$ cat src/rtl/rx_bit_unstuff.sv
// rtl/rx_bit_unstuff.sv - USB Rx bit unstuffer and LSB-first byte assembler
// Define USB_RX_STUFF_ERR_EN to turn a 1 in the stuff slot into a sticky stuff violation.
module rx_bit_unstuff #(
  parameter int STUFF_LEN = 6,
  parameter int CNT_BITS  = 3
) (
  input  logic                clk,
  input  logic                rst,
  input  logic                clear,
  input  logic                bit_in,
  input  logic                bit_strobe,
  output logic                bit_out,
  output logic                bit_valid,
  output logic [7:0]          byte_out,
  output logic                byte_valid,
  output logic [CNT_BITS-1:0] ones_count,
  output logic                stuff_error,
  output logic                err_active
);

  typedef enum logic [1:0] {
    RUN   = 2'd0,
    STUFF = 2'd1,
    ERROR = 2'd2
  } state_t;

  localparam logic [CNT_BITS-1:0] STUFF_MAX = CNT_BITS'(STUFF_LEN);

  state_t              state_q, state_d;
  logic [CNT_BITS-1:0] ones_q, ones_d, ones_inc;
  logic [2:0]          bit_cnt_q, bit_cnt_d;
  logic [7:0]          sr_q, sr_d;
  logic [7:0]          byte_q, byte_d;
  logic                bit_out_q, bit_out_d;
  logic                bit_valid_q, bit_valid_d;
  logic                byte_valid_q, byte_valid_d;
  logic                stuff_err_q, stuff_err_d;
  logic                err_active_q, err_active_d;

  always_ff @(posedge clk or posedge rst) begin
    if (rst) begin
      state_q      <= RUN;
      ones_q       <= '0;
      bit_cnt_q    <= '0;
      sr_q         <= '0;
      byte_q       <= '0;
      bit_out_q    <= 1'b0;
      bit_valid_q  <= 1'b0;
      byte_valid_q <= 1'b0;
      stuff_err_q  <= 1'b0;
      err_active_q <= 1'b0;
    end else begin
      state_q      <= state_d;
      ones_q       <= ones_d;
      bit_cnt_q    <= bit_cnt_d;
      sr_q         <= sr_d;
      byte_q       <= byte_d;
      bit_out_q    <= bit_out_d;
      bit_valid_q  <= bit_valid_d;
      byte_valid_q <= byte_valid_d;
      stuff_err_q  <= stuff_err_d;
      err_active_q <= err_active_d;
    end
  end

  always_comb begin
    state_d      = state_q;
    ones_d       = ones_q;
    bit_cnt_d    = bit_cnt_q;
    sr_d         = sr_q;
    byte_d       = byte_q;
    bit_out_d    = bit_out_q;
    bit_valid_d  = 1'b0;
    byte_valid_d = 1'b0;
    stuff_err_d  = 1'b0;
    ones_inc     = ones_q + 1'b1;

    if (clear) begin
      // byte_out deliberately survives a clear; only the partial byte is lost
      state_d   = RUN;
      ones_d    = '0;
      bit_cnt_d = '0;
      sr_d      = '0;
    end else if (bit_strobe) begin
      case (state_q)
        RUN: begin
          bit_out_d   = bit_in;
          bit_valid_d = 1'b1;
          sr_d        = {bit_in, sr_q[7:1]};
          bit_cnt_d   = bit_cnt_q + 3'd1;
          if (bit_cnt_q == 3'd7) begin
            byte_d       = sr_d;
            byte_valid_d = 1'b1;
          end
          if (bit_in) begin
            ones_d = ones_inc;
            if (ones_inc == STUFF_MAX) state_d = STUFF;
          end else begin
            ones_d = '0;
          end
        end
        STUFF: begin
`ifdef USB_RX_STUFF_ERR_EN
          if (bit_in) begin
            stuff_err_d = 1'b1;
            state_d     = ERROR;
          end else begin
            ones_d  = '0;
            state_d = RUN;
          end
`else
          ones_d  = '0;
          state_d = RUN;
`endif
        end
        default: ;
      endcase
    end

    err_active_d = (state_d == ERROR);
  end

  assign bit_out     = bit_out_q;
  assign bit_valid   = bit_valid_q;
  assign byte_out    = byte_q;
  assign byte_valid  = byte_valid_q;
  assign ones_count  = ones_q;
  assign stuff_error = stuff_err_q;
  assign err_active  = err_active_q;

endmodule

$ cat config.mk
export PLATFORM = sky130hd
export DESIGN_NAME = rx_bit_unstuff
export DESIGN_NICKNAME = d
export VERILOG_FILES = /design/src/rtl/rx_bit_unstuff.sv
export SDC_FILE = /design/constraint.sdc
export NUM_CORES = 1
export LEC_CHECK = 0
export CAP_MARGIN = 10
export CORE_ASPECT_RATIO = 0.9
export CORE_MARGIN = 8
export CORE_UTILIZATION = 48
export CTS_CLUSTER_DIAMETER = 100
export CTS_CLUSTER_SIZE = 24
export DETAILED_ROUTE_END_ITERATION = 10
export GPL_ROUTABILITY_DRIVEN = 0
export MAX_ROUTING_LAYER = met4
export PLACE_DENSITY = 0.75
export REMOVE_ABC_BUFFERS = 1
export SKIP_LAST_GASP = 1
export SLEW_MARGIN = 5
export SYNTH_ARGS = -nofsm -noshare
export SYNTH_HDL_FRONTEND = slang
export SYNTH_SLANG_ARGS = --single-unit
$ cat constraint.sdc
create_clock -name clk -period 2.08 [get_ports clk]
set_input_delay 0.52 -clock clk [delete_from_list [all_inputs] [get_ports clk]]
set_output_delay 0.52 -clock clk [all_outputs]
set_load 0.02 [all_outputs]
======== Word level (Yosys, flattened, before mapping) ========
Cells that the tools add are included.
word-level totals
  word-level logic and storage cells ...... 46
  latch bits .............................. 0
  bits in read-only memories .............. 0
  RAM bits ................................ 0
  memories ................................ 0
  flip-flop bits (word level) ............. 28
  input bits .............................. 5
cells by class
  muxes and demuxes ....................... 22
  add/sub/neg operators ................... 2
  multipliers ............................. 0
  shifts and indexed selects .............. 0
  bitwise logic cells ..................... 1
  equality and inequality tests ........... 4
  magnitude comparators ................... 0
  reductions and logical operators ........ 8
  div/mod/pow operators ................... 0
operators by type and width
  cell                   count
  $mux W8                3
  $mux W3                6
  $mux W2                4
  $mux W1                7
  $add A3 B1 Y3 const B  2
  $eq A3 B3 Y1 const B   2
  $pmux W3 S2            1
  $pmux W2 S2            1
  $reduce_and A2 Y1      2
  $reduce_and A4 Y1      1
  $reduce_bool A2 Y1     2
  $reduce_and A3 Y1      1
  $reduce_bool A3 Y1     1
  $eq A2 B1 Y1 const B   1
  $eq A2 B2 Y1 const B   1
  $logic_not A2 Y1       1
  $not A1 Y1             1

======== Logic depth before layout (Yosys ltp) ========
Gate-level depths: netlist (run 1).
  word-level depth ........................ 8
  mapped depth ............................ 5
  gate-level depth less buffers ........... 5

======== Worst setup path before layout (run 1) ========
No wires, ideal clock.
  path kind ............................... input port to flip-flop
  start point ............................. input bit_strobe
  end point ............................... register bit_out_q, in the netlist bit_out
  setup slack ............................. 0.560 ns
  stages .................................. 4
  setup time .............................. 0.127 ns
  arrival time ............................ 1.393 ns
  buffers on the path ..................... 1
  data required time ...................... 1.953 ns
  cells stage by stage .................... or3b_1 > buf_4 > nor2_4 > mux2_1
between the ends
  cells in the longest elaborated chain, start to end .. 1
RTL lines
  what                         line  text
  start: declaration           11    input logic bit_strobe,
  $reduce_and A3 Y1 (no line)  n/a
  end signal: assignment       58    bit_out_q <= bit_out_d;
  end: declaration             34    logic bit_out_q, bit_out_d;
Every way passes these cells.
A chain may end at the register's enable or synchronous reset.

======== Worst setup path after layout (run 1) ========
  start point ............................. register ones_q[0], in the netlist ones_count[0]
  end point ............................... output ones_count[0]
RTL lines
  what                      line  text
  start: declaration        30    logic [CNT_BITS-1:0] ones_q, ones_d, ones_inc;
  start signal: assignment  54    ones_q <= ones_d;
  end: declaration          16    output logic [CNT_BITS-1:0] ones_count,
No word-level cell between the ends.

==> impl_metrics.csv, run 1 <==
group,metric,value,unit
floorplan,fp.dieH,62.6,µm
final_layout,fin_nets,131,
hold_path,hold_path_class,"flip-flop to flip-flop",
worst_setup_path,endpoint_kind,"output pin",
power_and_ir_drop,p_per_area,599,nW/µm²
final_layout,final_cells,149,
global_routing,grt_max_degree,28,
logic_synthesis,synth_top_family_by_area,"simple AND/OR/NAND/NOR gates",
sta,fin_worst_skew,0.00451,ns
clock_network,hold_buffers,0,
route,drc,0,
clock_network,post_cts_buffers,0,
route,avgRoutedWirePerCell,13.9,µm
status,status,"complete, no violations",
route,avgViaCountPerCell,5.12,
logic_synthesis,yosysSeqAreaShare,58.3,%
logic_synthesis,synth_top_cell_by_area,"dfrtp_1",
power_and_ir_drop,p_leak,0.687,nW
floorplan,fp.dieW,67.8,µm
clock_network,cts_max_level,1,
logic_synthesis,synth.area.mux_share,8.74,%
clock_network,cts_tree,"yes",
logic_synthesis,synthAdderAreaFrac,4.31,%
sta,layout_min_cycle_time,1.91,ns
clock_network,cts_sinks,27,
power_and_ir_drop,switching_power,199,µW
clock_network,cts_root_buffer,"clkbuf_4",
logic_synthesis,synth-compound-area-share,6.36,%
clock_network,path_clk_slew,0.14,ns
clock_network,clock_latency,0.31,ns
global_routing,grt_antenna_before_repair,0,
worst_setup_path,path_buf_inv,1,
final_layout,final_common_cell,"dfrtp_1",
global_routing,gr-usage-all-layers,11.0,%
logic_synthesis,syn_inst,99,
worst_setup_path,startpoint_type,"flip-flop",
global_routing,grt-ovfl-total,0,
logic_synthesis,synth_top_cell_area_share,58.3,%
worst_setup_path,cp_top_family,"buffers and inverters",
power_and_ir_drop,p_int,647,µW
sta,finalSetupViolCount,0,
flow_run,cap_violations,0,
worst_setup_path,crit_chain,"clkdlybuf4s50_1",
sta,drv_slew,0,
global_routing,grt_pass1_vias,801,
sta,hold_violations,0,
sta,tns,0,ns
power_and_ir_drop,pwr-share-clk,25.8,%
route,num_vias,763,
logic_synthesis,synthesis.area,1160,µm²
final_layout,antenna_cells,0,
clock_network,numCtsBuffers,3,
power_and_ir_drop,comb_power_share,9.9,%
placed_design,hpwl,1.50,mm
logic_synthesis,synthSimpleGateAreaFrac,16.7,%
logic_synthesis,avgSynthCellArea,11.7,µm²
route,drt-total-wl,2.07,mm
sta,timing.final.crit_share,91.8,%
clock_network,postCtsResizedCells,0,
sta,timing.fmax,524,MHz
placed_design,port_buffers,19,
power_and_ir_drop,switching_share,23.6,%
logic_synthesis,yosys_warnings,0,
power_and_ir_drop,total_power,846,µW
worst_setup_path,path_max_fanout,5,
power_and_ir_drop,sequentialPowerShare,64.3,%
floorplan,core,2380,µm²
clock_network,cts_buffer_depth,2,
sta,rsz0062_at_grt,"false",
logic_synthesis,synthXorXnorAreaFrac,1.51,%
worst_setup_path,required,1.56,ns
final_layout,areaGrowthSynthToFinish,21.8,%
logic_synthesis,synth_cell_types,26,
worst_setup_path,max_stage_delay,0.63,ns
logic_synthesis,synth-seq-cells,27,
route,dr.pass1.iters,6,
placed_design,place_inst,145,
route,antenna_left,0,
final_layout,drive_gt1_share,14.9,%
worst_setup_path,arrival,1.39,ns
power_and_ir_drop,ir_drop,0.000427,V
final_layout,layout_common_cells,"dfrtp_1, nand2_1, clkdlybuf4s50_1, a21oi_1, mux2_2",
floorplan,row_count,17,
global_routing,grt_first_pass_wirelength,3.64,mm
route,drtIter0Drc,32,
floorplan,fp.dieArea,4250,µm²
worst_setup_path,worst_path_max_delay_cell,"clkdlybuf4s50_1",
worst_setup_path,path_class,"flip-flop to output pin",
floorplan,start_util,48.7,%
logic_synthesis,synth_area_leaders,"dfrtp_1, mux2_2, nand2_1, a21oi_1, ha_1",
floorplan,io_pins,21,
area by class of cell:
| type | instances | area (µm²) |
|---|---|---|
| Multi-Input combinational cell | 63 | 440 |
| Clock buffer | 4 | 26.3 |
| Timing Repair Buffer | 23 | 220 |
| Tap cell | 28 | 35.0 |
| Inverter | 4 | 15.0 |
| Sequential cell | 27 | 676 |
| Fill cell | 218 | 970 |
power by group through the flow:
stage               Clock [mW]  Combinational [mW]  Sequential [mW]
floorplan                    0              0.0372            0.559
global placement             0              0.0824            0.554
detailed placement           0              0.0857            0.554
CTS                      0.229              0.0860            0.544
global route             0.252              0.0934            0.546
finish                   0.218              0.0837            0.544
cells by family (layout without fill, tap and decap cells):
kind of cell | count (synthesis) | after routing
simple gates | 33 | 33
flops | 27 | 27
compound gates | 14 | 14
mux | 9 | 9
buf+inv | 9 | 31
fa+ha+maj | 4 | 4
xor+xnor | 2 | 2
other cells | 1 | 1
synth_stat cells (all sizes together):
master,n
dfrtp,27
buf,4
nor4bb,1
conb,1
a21oi,13
a32oi,1
nor2b,1
clkbuf,1
nand4b,1
nand3b,2
inv,4
mux2,9
nand2b,1
nor3b,1
and2b,1
nand4,1
xor2,1
nand2,20
nor2,3
xnor2,1
ha,4
or3b,1
routing by layer:
metal,part of all wire (%),routed length (µm),vias up,track usage (%)
met5,0,0,-,-
met4,1.6,34,0,4.60
met3,5.4,112,4,2.69
met2,48,983,16,16.8
met1,45,938,372,13.3
li1,-,-,371,-
flip-flops by register name, indices dropped and copies added, names as in the netlist:
signal      count
bit_valid       1
byte_out        8
byte_valid      1
bit_cnt_q       3
err_active      1
ones_count      3
bit_out         1
sr_q            7
state_q         2
through the flow:
step           worst slack, ns  util [%]  hold WS (ns)  area [µm²]
6_report                 0.171      59.3         0.519        1410
5_1_grt                  0.102      59.3         0.541        1410
4_1_cts                  0.152      59.3         0.525        1410
3_5_place_dp            0.0975      58.2         0.494        1390
3_3_place_gp             0.119      58.2         0.487        1390
2_1_floorplan            0.511         -         0.480        1130
path summary, 6_finish.rpt:
| path | cells after the start | slack (ns) | end | from |
|---|---|---|---|---|
| min in group asynchronous | 3 | 0.54 | ones_count[2] | rst |
| worst max register to register | 4 | 0.63 | byte_out[3] | bit_cnt_q[0] |
| worst min-delay path | 1 | 0.52 | byte_out[2] | byte_out[2] |
| worst max-delay path | 1 | 0.17 | ones_count[0] | ones_count[0] |
| max in group asynchronous | 3 | 1.29 | bit_cnt_q[0] | rst |
| worst min register to register | 1 | 0.52 | byte_out[2] | byte_out[2] |
Power figures use the tool's default switching activity.
==> inputs of run 2 (changes only) <==
--- a/config.mk
+++ b/config.mk
@@ -8,13 +8,13 @@
 export CAP_MARGIN = 10
 export CORE_ASPECT_RATIO = 0.9
 export CORE_MARGIN = 8
-export CORE_UTILIZATION = 48
+export CORE_UTILIZATION = 25
 export CTS_CLUSTER_DIAMETER = 100
 export CTS_CLUSTER_SIZE = 24
 export DETAILED_ROUTE_END_ITERATION = 10
 export GPL_ROUTABILITY_DRIVEN = 0
 export MAX_ROUTING_LAYER = met4
-export PLACE_DENSITY = 0.75
+export PLACE_DENSITY = 0.45
 export REMOVE_ABC_BUFFERS = 1
 export SKIP_LAST_GASP = 1
 export SLEW_MARGIN = 5
==> impl_metrics.csv, run 2 (same netlist as run 1, synthesis figures left out) <==
group,metric,value,unit
sta,rsz0062_at_grt,"false",
worst_setup_path,arrival,1.33,ns
route,antenna_left,0,
sta,finalWorstSetupSlack,0.229,ns
clock_network,numCtsBuffers,3,
final_layout,areaGrowthSynthToFinish,27.8,%
placed_design,dp_slack,0.0913,ns
final_layout,fin_util,33.2,%
worst_setup_path,path_max_fanout,5,
status,status,"complete, no violations",
power_and_ir_drop,total_power,922,µW
flow_run,cap_violations,0,
hold_path,hold_path_class,"flip-flop to flip-flop",
route,drtIter0Drc,17,
placed_design,hpwl,1.68,mm
final_layout,largest_reg_flops,8,
sta,fin_worst_skew,0.00325,ns
worst_setup_path,path_buf_inv,1,
power_and_ir_drop,ir_drop,0.000416,V
worst_setup_path,path_class,"flip-flop to output pin",
floorplan,fp.dieW,87.8,µm
final_layout,final_common_cell,"dfrtp_1",
final_layout,layout_common_cells,"dfrtp_1, nand2_1, clkdlybuf4s50_1, a21oi_1, mux2_2",
worst_setup_path,max_stage_delay,0.64,ns
floorplan,row_count,23,
global_routing,grt_max_degree,28,
floorplan,fp.dieArea,7080,µm²
sta,finalSetupViolCount,0,
sta,tns,0,ns
global_routing,grt_pass1_vias,836,
worst_setup_path,worst_path_max_delay_cell,"clkdlybuf4s50_1",
floorplan,fp.dieH,80.6,µm
worst_setup_path,endpoint_kind,"output pin",
sta,timing.fmax,540,MHz
sta,drv_slew,0,
sta,timing.final.crit_share,89.0,%
worst_setup_path,cp_top_family,"buffers and inverters",
clock_network,cts_tree,"yes",
power_and_ir_drop,p_per_area,622,nW/µm²
route,num_vias,757,
route,avgRoutedWirePerCell,12.5,µm
floorplan,core,4460,µm²
clock_network,post_cts_buffers,0,
clock_network,clock_latency,0.27,ns
route,drt-total-wl,2.31,mm
clock_network,postCtsResizedCells,0,
clock_network,path_clk_slew,0.09,ns
sta,layout_min_cycle_time,1.85,ns
floorplan,start_util,26.0,%
route,dr.pass1.iters,3,
global_routing,grt_antenna_before_repair,0,
final_layout,drive_gt1_share,16.4,%
worst_setup_path,crit_chain,"clkdlybuf4s50_1",
final_layout,antenna_cells,0,
global_routing,grt-ovfl-total,0,
global_routing,grt_first_pass_wirelength,3.99,mm
final_layout,fin_nets,132,
clock_network,cts_buffer_depth,2,
clock_network,hold_buffers,0,
route,avgViaCountPerCell,4.11,
clock_network,cts_max_level,1,
clock_network,cts_root_buffer,"clkbuf_8",
placed_design,port_buffers,19,
worst_setup_path,required,1.56,ns
power_and_ir_drop,p_leak,0.703,nW
sta,hold_violations,0,
sta,whs,0.509,ns
worst_setup_path,startpoint_type,"flip-flop",
route,drc,0,
floorplan,io_pins,21,
clock_network,cts_sinks,27,
global_routing,gr-usage-all-layers,7.42,%
-- run 2: worst paths after layout --
check,start,endpoint,cells past startpoint,slack [ns]
setup reg to reg,state_q[0],bit_out,3,0.62
setup / recovery,ones_count[0],ones_count[0],1,0.23
min in group asynchronous,rst,state_q[0],3,0.61
max in group asynchronous,rst,bit_valid,3,1.21
hold / removal,byte_out[0],byte_out[0],1,0.51
hold reg to reg,byte_out[0],byte_out[0],1,0.51
-- run 2: power by group --
group / total, mW / switching [mW] / leakage [nW] / internal, mW
logic: 0.0860 / 0.0489 / 0.306 / 0.0371
clock network: 0.291 / 0.157 / 0.0255 / 0.134
registers: 0.544 / 0.00854 / 0.371 / 0.536
total: 0.922 / 0.215 / 0.703 / 0.707
-- run 2: metrics by stage --
stage / instances / area, µm²
3_5_place_dp: 180 / 1440
5_1_grt: 184 / 1480
3_3_place_gp: 180 / 1440
6_report: 184 / 1480
2_1_floorplan: 94 / 1130
4_1_cts: 184 / 1480
-- run 2: cell type report --
class,count,area (µm²)
well taps,62,77.6
flip-flops and latches,27,676
repair buffers,24,228
inverters,4,15.0
fillers,456,2980
clock buffers,3,41.3
multi-input cells,63,440
clock inverters,1,5.00
-- run 2: layer usage --
| metal | wire [µm] | track usage [%] | vias to the layer above | share of wire [%] |
|---|---|---|---|---|
| li1 | - | - | 373 | - |
| met1 | 1070 | 8.12 | 365 | 46 |
| met2 | 1100 | 12.6 | 17 | 48 |
| met3 | 122 | 2.96 | 2 | 5.3 |
| met4 | 11 | 1.03 | 0 | 0.48 |
| met5 | 0 | - | - | 0 |
==> inputs of run 3 (changes only) <==
--- a/config.mk
+++ b/config.mk
@@ -8,13 +8,13 @@
 export CAP_MARGIN = 10
 export CORE_ASPECT_RATIO = 0.9
 export CORE_MARGIN = 8
-export CORE_UTILIZATION = 25
+export CORE_UTILIZATION = 39
 export CTS_CLUSTER_DIAMETER = 100
 export CTS_CLUSTER_SIZE = 24
 export DETAILED_ROUTE_END_ITERATION = 10
 export GPL_ROUTABILITY_DRIVEN = 0
 export MAX_ROUTING_LAYER = met4
-export PLACE_DENSITY = 0.45
+export PLACE_DENSITY = 0.63
 export REMOVE_ABC_BUFFERS = 1
 export SKIP_LAST_GASP = 1
 export SLEW_MARGIN = 5
==> impl_metrics.csv, run 3 (same netlist as run 1, synthesis figures left out) <==
group,metric,value,unit
route,drtIter0Drc,38,
worst_setup_path,path_class,"flip-flop to output pin",
worst_setup_path,arrival,1.39,ns
sta,hold_violations,0,
route,drc,0,
worst_setup_path,endpoint_kind,"output pin",
clock_network,clock_latency,0.32,ns
worst_setup_path,worst_path_max_delay_cell,"clkdlybuf4s50_1",
final_layout,drive_gt1_share,15.7,%
global_routing,grt.busiest_layer,"met2",
global_routing,use_met2,15.2,%
global_routing,use_met1,11.2,%
sta,layout_min_cycle_time,1.91,ns
floorplan,io_pins,21,
global_routing,use_met3,3.85,%
power_and_ir_drop,ir_drop,0.000350,V
global_routing,grt_first_pass_wirelength,3.57,mm
sta,fin_worst_skew,0.00403,ns
worst_setup_path,path_buf_inv,1,
placed_design,dpl-instance-area,1400,µm²
sta,finalSetupViolCount,0,
worst_setup_path,cp_top_family,"buffers and inverters",
worst_setup_path,startpoint_type,"flip-flop",
floorplan,start_util,41.5,%
clock_network,postCtsResizedCells,0,
clock_network,cts_max_level,1,
placed_design,hpwl,1.48,mm
clock_network,cts_tree,"yes",
worst_setup_path,cp-endpoint,"ones_count[0]",
hold_path,hold_path_class,"flip-flop to flip-flop",
global_routing,grt_pass1_vias,769,
worst_setup_path,reg2reg_to,"byte_out[4]",
final_layout,postLayoutCellArea,1430,µm²
final_layout,largest_reg_flops,8,
worst_setup_path,path_max_fanout,5,
worst_setup_path,max_stage_delay,0.63,ns
global_routing,grt-ovfl-total,0,
global_routing,grt_antenna_before_repair,0,
floorplan,row_count,18,
worst_setup_path,worstSetupStartpoint,"ones_count[0]",
worst_setup_path,cp.depth,1,
flow_run,cap_violations,0,
floorplan,fp.dieH,67.7,µm
final_layout,areaGrowthSynthToFinish,23.2,%
sta,tns,0,ns
floorplan,fp.dieW,73.5,µm
clock_network,hold_buffers,0,
sta,drv_slew,0,
placed_design,dp_slack,0.0980,ns
sta,timing.fmax,524,MHz
clock_network,numCtsBuffers,3,
worst_setup_path,regToRegSetupSlack,0.62,ns
placed_design,port_buffers,19,
final_layout,layout_common_cells,"dfrtp_1, nand2_1, clkdlybuf4s50_1, a21oi_1, mux2_2",
route,dr.pass1.iters,4,
route,num_vias,769,
final_layout,final_common_cell,"dfrtp_1",
route,antenna_left,0,
final_layout,fin_nets,131,
final_layout,nFillCells,285,
global_routing,gr-usage-all-layers,9.52,%
sta,timing.final.crit_share,91.8,%
global_routing,grt_max_degree,28,
floorplan,core,2790,µm²
sta,finalWorstSetupSlack,0.171,ns
route,avgRoutedWirePerCell,12.9,µm
clock_network,cts_buffer_depth,2,
worst_setup_path,reg2regPathDepth,4,
route,avgViaCountPerCell,4.78,
sta,rsz0062_at_grt,"false",
clock_network,path_clk_slew,0.14,ns
worst_setup_path,crit_chain,"clkdlybuf4s50_1",
clock_network,post_cts_buffers,0,
worst_setup_path,r2r_start,"bit_cnt_q[0]",
worst_setup_path,required,1.56,ns
floorplan,fp.dieArea,4980,µm²
status,status,"complete, no violations",
clock_network,cts_sinks,27,
final_layout,antenna_cells,0,
power_and_ir_drop,p_leak,0.690,nW
power_and_ir_drop,p_per_area,593,nW/µm²
clock_network,cts_root_buffer,"clkbuf_4",
route,drt-total-wl,2.08,mm
[run 3: changes by cell type in the layout (fill, tap and decap cells not counted), sizes merged]
cell and delta:
buf -1
[run 3: cell type report]
type | instances | area [µm²] | share of cell area (%)
Tap cell | 40 | 50.0 | 3.50
Inverter | 4 | 15.0 | 1.05
Multi-Input combinational cell | 63 | 440 | 30.8
Clock inverter | 1 | 5.00 | 0.350
Sequential cell | 27 | 676 | 47.3
Clock buffer | 3 | 22.5 | 1.58
Timing Repair Buffer | 23 | 220 | 15.4
[run 3: worst min path at each step]
stage / end / from / cells past startpoint / slack, ns
after floorplan: byte_out[0] / sr_q[1] / 1 / 0.48
after global placement: byte_out[1] / byte_out[1] / 1 / 0.49
after detailed placement: byte_out[2] / byte_out[2] / 1 / 0.49
after CTS: byte_out[2] / byte_out[2] / 1 / 0.53
after global routing: byte_out[6] / byte_out[6] / 1 / 0.54
final: byte_out[2] / byte_out[2] / 1 / 0.52
[run 3: where the power goes]
group | internal (mW) | switching, mW
Clock | 0.0720 | 0.148
Combinational | 0.0356 | 0.0479
Sequential | 0.536 | 0.00819
Total | 0.644 | 0.204
[run 3: worst reg2reg max path, delay by kind of cell (launching register included)]
kind | cells | cell delay (ns)
flops | 1 | 0.43
fa+ha+maj | 2 | 0.43
mux | 1 | 0.35
simple gates | 1 | 0.16
[run 3: metal layers]
metal,vias to the layer above,part of all wire (%)
li1,371,-
met4,0,0.34
met2,19,46
met1,377,48
met3,2,6.0
met5,-,0
[run 3: metrics by stage]
step / hold WS [ns] / power, mW / cells / utilization, %
floorplan: 0.480 / 0.597 / 94 / -
global placement: 0.487 / 0.637 / 157 / 50.2
detailed placement: 0.493 / 0.641 / 157 / 50.2
CTS: 0.525 / 0.863 / 161 / 51.2
global route: 0.543 / 0.897 / 161 / 51.2
finish: 0.519 / 0.848 / 161 / 51.2
